**src/rtl/serial_add_pkg.sv**
```systemverilog
// Shared types and constants for the bit-serial adder controller.
// Holds the FSM encoding and the bit-counter sizing helper.
package serial_add_pkg;

    localparam int MAX_WIDTH = 32;

    typedef enum logic [1:0] {
        IDLE = 2'd0,
        RUN  = 2'd1,
        DONE = 2'd2
    } state_t;

    // Counter must hold 0..WIDTH-1 without wrapping; sized for 0..WIDTH.
    function automatic int cnt_width(input int width);
        return $clog2(width + 1);
    endfunction

endpackage

```
**src/rtl/serial_add_seq_if.sv**
```systemverilog
// Operand/result handshake bundle for serial_add_seq.
// master = operand producer and result consumer; slave = the adder.
interface serial_add_seq_if #(
    parameter int WIDTH = 8
);
    logic             START_VALID;
    logic             START_READY;
    logic [WIDTH-1:0] A;
    logic [WIDTH-1:0] B;
    logic             CIN;
    logic             ABORT;
    logic             SUM_VALID;
    logic             SUM_READY;
    logic [WIDTH-1:0] SUM;
    logic             COUT;
    logic             BUSY;

    modport master (
        output START_VALID, A, B, CIN, ABORT, SUM_READY,
        input  START_READY, SUM_VALID, SUM, COUT, BUSY
    );

    modport slave (
        input  START_VALID, A, B, CIN, ABORT, SUM_READY,
        output START_READY, SUM_VALID, SUM, COUT, BUSY
    );
endinterface

```
**src/rtl/serial_add_seq_fa.sv**
```systemverilog
// One-bit full-adder cell; the only arithmetic element of the serial adder.
module serial_add_seq_fa (
    input  logic a,
    input  logic b,
    input  logic ci,
    output logic s,
    output logic co
);
    assign s  = a ^ b ^ ci;
    assign co = (a & b) | (a & ci) | (b & ci);
endmodule

```
**src/rtl/serial_add_seq.sv**
```systemverilog
// Bit-serial adder: adds two WIDTH-bit operands LSB-first through one
// full-adder cell over WIDTH cycles, with valid/ready on both sides.
module serial_add_seq
    import serial_add_pkg::*;
#(
    parameter int WIDTH = 8
) (
    input logic              CLK,
    input logic              RESETN,
    serial_add_seq_if.slave  bus
);
    localparam int              CNT_W = cnt_width(WIDTH);
    localparam logic [CNT_W-1:0] LAST = CNT_W'(WIDTH - 1);

    state_t           state_q, state_d;
    logic [WIDTH-1:0] a_sr, b_sr, sum_sr, sum_q;
    logic             carry_q, cout_q;
    logic [CNT_W-1:0] cnt_q;
    logic             fa_s, fa_co;
    logic [WIDTH:0]   sum_shift;
    logic             accept, run_step, last_bit;
    logic             start_ready, sum_valid, busy;

    serial_add_seq_fa u_fa (
        .a  (a_sr[0]),
        .b  (b_sr[0]),
        .ci (carry_q),
        .s  (fa_s),
        .co (fa_co)
    );

    // New sum bit enters at the MSB; written this way so WIDTH=1 needs no special case.
    assign sum_shift = {fa_s, sum_sr};
    assign last_bit  = (cnt_q == LAST);
    assign run_step  = (state_q == RUN) && !bus.ABORT;

    // NOTE: sequential state uses non-blocking (<=) so every flop samples pre-edge values.
    always_ff @(posedge CLK or negedge RESETN) begin
        if (!RESETN) state_q <= IDLE;
        else         state_q <= state_d;
    end

    // NOTE: every output of this block gets a default first, so no latch is inferred.
    always_comb begin
        state_d     = state_q;
        start_ready = 1'b0;
        sum_valid   = 1'b0;
        busy        = 1'b0;
        accept      = 1'b0;
        case (state_q)
            IDLE: begin
                start_ready = 1'b1;
                if (bus.START_VALID) begin
                    accept  = 1'b1;
                    state_d = RUN;
                end
            end
            RUN: begin
                busy = 1'b1;
                if (bus.ABORT)     state_d = IDLE;
                else if (last_bit) state_d = DONE;
            end
            DONE: begin
                busy      = 1'b1;
                sum_valid = 1'b1;
                if (bus.ABORT || bus.SUM_READY) state_d = IDLE;
            end
            default: state_d = IDLE;
        endcase
    end

    // NOTE: datapath registers are reset too, so a partial result can never leak out after reset.
    always_ff @(posedge CLK or negedge RESETN) begin
        if (!RESETN) begin
            a_sr    <= '0;
            b_sr    <= '0;
            sum_sr  <= '0;
            sum_q   <= '0;
            carry_q <= 1'b0;
            cout_q  <= 1'b0;
            cnt_q   <= '0;
        end else if (accept) begin
            a_sr    <= bus.A;
            b_sr    <= bus.B;
            carry_q <= bus.CIN;
            cnt_q   <= '0;
        end else if (run_step) begin
            a_sr    <= a_sr >> 1;
            b_sr    <= b_sr >> 1;
            sum_sr  <= sum_shift[WIDTH:1];
            carry_q <= fa_co;
            // Result is published only on the final bit, so SUM/COUT stay put
            // through RUN and after the result has been consumed.
            if (last_bit) begin
                sum_q  <= sum_shift[WIDTH:1];
                cout_q <= fa_co;
            end else begin
                cnt_q <= cnt_q + CNT_W'(1);
            end
        end
    end

    assign bus.START_READY = start_ready;
    assign bus.SUM_VALID   = sum_valid;
    assign bus.BUSY        = busy;
    assign bus.SUM         = sum_q;
    assign bus.COUT        = cout_q;

endmodule
```
**src/flat_wrapper.sv**
```systemverilog
// flat-port wrapper written by rule: the top's interface ports become plain ports
module serial_add_seq_flat import serial_add_pkg::*;
#(
    parameter int WIDTH = 8
)
  (CLK, RESETN, bus_START_VALID, bus_A, bus_B, bus_CIN, bus_ABORT, bus_SUM_READY, bus_START_READY, bus_SUM_VALID, bus_SUM, bus_COUT, bus_BUSY);
  serial_add_seq_if #(.WIDTH(WIDTH)) bus_i ();
  input logic CLK;
  input logic RESETN;
  input wire logic [$bits(bus_i.START_VALID)-1:0] bus_START_VALID;
  input wire logic [$bits(bus_i.A)-1:0] bus_A;
  input wire logic [$bits(bus_i.B)-1:0] bus_B;
  input wire logic [$bits(bus_i.CIN)-1:0] bus_CIN;
  input wire logic [$bits(bus_i.ABORT)-1:0] bus_ABORT;
  input wire logic [$bits(bus_i.SUM_READY)-1:0] bus_SUM_READY;
  output wire logic [$bits(bus_i.START_READY)-1:0] bus_START_READY;
  output wire logic [$bits(bus_i.SUM_VALID)-1:0] bus_SUM_VALID;
  output wire logic [$bits(bus_i.SUM)-1:0] bus_SUM;
  output wire logic [$bits(bus_i.COUT)-1:0] bus_COUT;
  output wire logic [$bits(bus_i.BUSY)-1:0] bus_BUSY;
  assign bus_i.START_VALID = bus_START_VALID;
  assign bus_i.A = bus_A;
  assign bus_i.B = bus_B;
  assign bus_i.CIN = bus_CIN;
  assign bus_i.ABORT = bus_ABORT;
  assign bus_i.SUM_READY = bus_SUM_READY;
  assign bus_START_READY = bus_i.START_READY;
  assign bus_SUM_VALID = bus_i.SUM_VALID;
  assign bus_SUM = bus_i.SUM;
  assign bus_COUT = bus_i.COUT;
  assign bus_BUSY = bus_i.BUSY;
  serial_add_seq #(.WIDTH(WIDTH)) u_core (.CLK(CLK), .RESETN(RESETN), .bus(bus_i));
endmodule
```
**config.mk**
```make
export PLATFORM = sky130hd
export DESIGN_NAME = serial_add_seq_flat
export DESIGN_NICKNAME = d
export VERILOG_FILES = /design/src/rtl/serial_add_pkg.sv /design/src/rtl/serial_add_seq_if.sv /design/src/rtl/serial_add_seq_fa.sv /design/src/rtl/serial_add_seq.sv /design/src/flat_wrapper.sv
export SDC_FILE = /design/constraint.sdc
export NUM_CORES = 1
export LEC_CHECK = 0
export CORE_MARGIN = 2
export CORE_UTILIZATION = 55
export DETAILED_ROUTE_END_ITERATION = 6
export GPL_TIMING_DRIVEN = 0
export HOLD_SLACK_MARGIN = 0.02
export PLACE_DENSITY = 0.84
export SETUP_SLACK_MARGIN = 0.15
export SLEW_MARGIN = 20
export SYNTH_ARGS = -nofsm -noshare
export SYNTH_HDL_FRONTEND = slang
export SYNTH_SLANG_ARGS = --single-unit
```
**constraint.sdc**
```tcl
create_clock -name CLK -period 4.55 [get_ports CLK]
set_input_delay 1.1375 -clock CLK [delete_from_list [all_inputs] [get_ports CLK]]
set_output_delay 1.1375 -clock CLK [all_outputs]
set_load 0.02 [all_outputs]
```
==> impl_results.md <==
- Outcome: finished, final reports clean
- Vias: 1368
- Fin worst setup slack: ~1.7 ns
- Syn Inst Count: between 150 and 200
- Slew HR: between 60% and 70%
- TNS Setup: 0 ns
- Final Cycle Share: 62.2%
- Layout cells sized above 1: 17.7%
- Pin count of the biggest net entering global routing: 27
- Drt via density: 5.54
- Pwr dens: 516 nW/µm²
- DRT Wirelength: 3420 µm
- Hold_buf cts: 0
- Maximum vdd drop: 0.307 mV
- GP Congestion: 0.771
- Top_reg_cell synth: dfrtp_1
- RSZ-0062 raised after global routing: false
- Global route total overflow: 0
- Hold Vio Cnt, Final: 0
- Kind of critical path: reg2out
- First-pass GRT wire length: between 5000 and 6000 µm
- Setup Fix Bufs, Post-CTS: 0
- Vias in the first global route: 1356
- CP Data Required Time: 3.41 ns
- Die Span X: 60.6 µm
- Synth async-reset ratio: between 90% and 100%
- Syn nets: about 190
- Clock Path Buffers: 2
- Crit end category: output port
- FF-to-FF path depth: 6
- Ant diodes: 0
- CP arrival: 1.69 ns
- Initial antenna violation count: 0
- Sequential fraction of the synthesis area: 55.4%
- # port buffers: 33
- Skew-Pair Late Insertion Delay: 0.35 ns
- Area growth syn-to-layout: 26.9%
- Final Cell Area: 2230 µm²
- Grt met2 use: roughly 36%
- H-tree depth: 2
- # setup viols final: 0
- Grt peak-use layer: met2
- Num Clock Sinks: 39
- CP startpoint kind: flop
- Maximum clock rate: 353 MHz
- Initial DRC Count: between 70 and 80
- Placed cell areas: 2160 µm²
- First-pass iteration count of the detailed router: 4
- Max-Cap Viols: 0
- Yosys cell types: 27
- Core area: about 3100 µm²
- Met3 usage: 4.48%
- Worst slew pin tran: 0.474 ns
- Hold Crit Class: reg2reg
- Ys Warns: 0
- Reg clk slew, reported paths: 0.11 ns
- Post-Syn Area: roughly 1800 µm²
- Pre-CTS setup slack: between 1.5 and 2 ns
- Num ports: 34
- Clk_skew: around 0.014 ns
- Average wire per standard cell: about 14 µm
- Worst Hold Path Cells: 1
- TritonCTS clock tree: yes
- Met1 Usage GRT: 27.6%
- Total CTS buffers: 5
- Syn avg cell area: 10.9 µm²
- Core Rows: 20
- Resized Gates After CTS: 0
- Initial Util: 57.7%
- Tot Pwr: approximately 1200 µW
- Flops & latches, synth: 39
- Layout fillers: 229
- Die Y: 60.6 µm
- Final Net Count: 230
- Final hold slack: 0.519 ns
- LEAKAGE: 0.00103 µW
- Crit Path Max Fanout: 3
- Post-DRT Antenna Nets: 0
- Clock root buffer: clkbuf_4
- Die area: 3670 µm²
- DP HPWL: 2590 µm
- Final slew viol count: 0
- Post-layout min period: 2.83 ns
- DRC Markers: 0
- GRT Util Overall: 21.6%
- Post-synth EDFFs: 0
==> state kept, by name, summed over array words and instances (netlist names) <==
name,flops
u_core.bus.COUT,1
u_core.b_sr,8
u_core.bus.SUM,8
u_core.sum_sr,7
u_core.state_q,2
u_core.cnt_q,4
u_core.a_sr,8
u_core.carry_q,1
==> routing by layer <==
layer | part of all wire, % | vias up
li1 | - | 641
met1 | 43 | 676
met2 | 50 | 46
met3 | 5.4 | 5
met4 | 1.1 | 0
met5 | 0 | -
==> cell families (layout without fill, tap and decap cells) <==
family	count (synthesis)	in the layout	synth area share, %
AOI/OAI and AO/OA	26	26	9.31
adders and majority gates	6	6	4.69
buffers and inverters	10	52	2.49
and+or+nand+nor	63	63	17.2
muxes	17	17	10.9
DFF	39	39	55.4
==> final cells by class <==
cell class	count	area [µm²]	share of cell area, %
buffer	8	36.3	1.62
multi-input combinational	112	741	33.2
inverter	2	7.51	0.336
tap	44	55.1	2.46
timing repair buffer	34	345	15.5
clock inverter	1	7.51	0.336
sequential	39	976	43.7
clock buffer	7	65.1	2.91
==> power breakdown <==
group	internal (µW)	leakage, µW	switching (µW)
logic	189	0.000507	209
registers	473	0.000489	80.6
clock network	90.4	0.0000375	111
total	752	0.00103	400
==> worst paths after layout <==
check,startpoint,to,slack [ns]
min,u_core.bus.SUM[1]$_DFFE_PN0P_,u_core.bus.SUM[1]$_DFFE_PN0P_,0.52
max reg2reg,u_core.state_q[0]$_DFFE_PN0P_,u_core.bus.SUM[3]$_DFFE_PN0P_,2.65
max in group asynchronous,RESETN,u_core.cnt_q[3]$_DFFE_PN0P_,3.42
min reg2reg,u_core.bus.SUM[1]$_DFFE_PN0P_,u_core.bus.SUM[1]$_DFFE_PN0P_,0.52
min in group asynchronous,RESETN,u_core.sum_sr[5]$_DFFE_PN0P_,0.68
max,u_core.state_q[0]$_DFFE_PN0P_,bus_BUSY,1.72
==> through the flow <==
| step | cells | utilization (%) |
|---|---|---|
| after detailed placement | 239 | 70.8 |
| after CTS | 247 | 73.2 |
| after global placement | 238 | 70.3 |
| after global routing | 247 | 73.2 |
| after floorplan | 161 | - |
| final | 247 | 73.2 |
==> cells in the mapped netlist (2+ instances only) <==
cell      count  area share (%)
dfrtp_1      39              55
a22o_1        2             1.0
nand3_1       2            0.57
o21ai_0       3            0.85
buf_2         5             1.4
a21oi_1       4             1.1
mux2_2       17              11
ha_1          5             3.6
clkbuf_1      3            0.64
inv_1         2            0.43
a31oi_1      15             5.3
nor2b_1       2            0.71
nor3_1        2            0.57
nor2_1       16             3.4
nand2_1      32             6.8
==> placed cells by master, fill, tap and decap left out, types with 3 or more instances in the layout <==
master and instances:
dfrtp_1 39, ha_1 5, nand2_1 32, mux2_2 17
clkbuf_4 5, o21ai_0 3, nor2_1 16, a21oi_1 4
clkdlybuf4s50_1 32, buf_2 6, clkbuf_1 3, a31oi_1 15
==> critical path: stages (launching register included) <==
cell             delay (ns)
dfrtp_1                0.39
inv_1                  0.09
ha_1                   0.29
clkdlybuf4s50_1        0.60
Note: power is estimated with default switching activity, not from simulation.
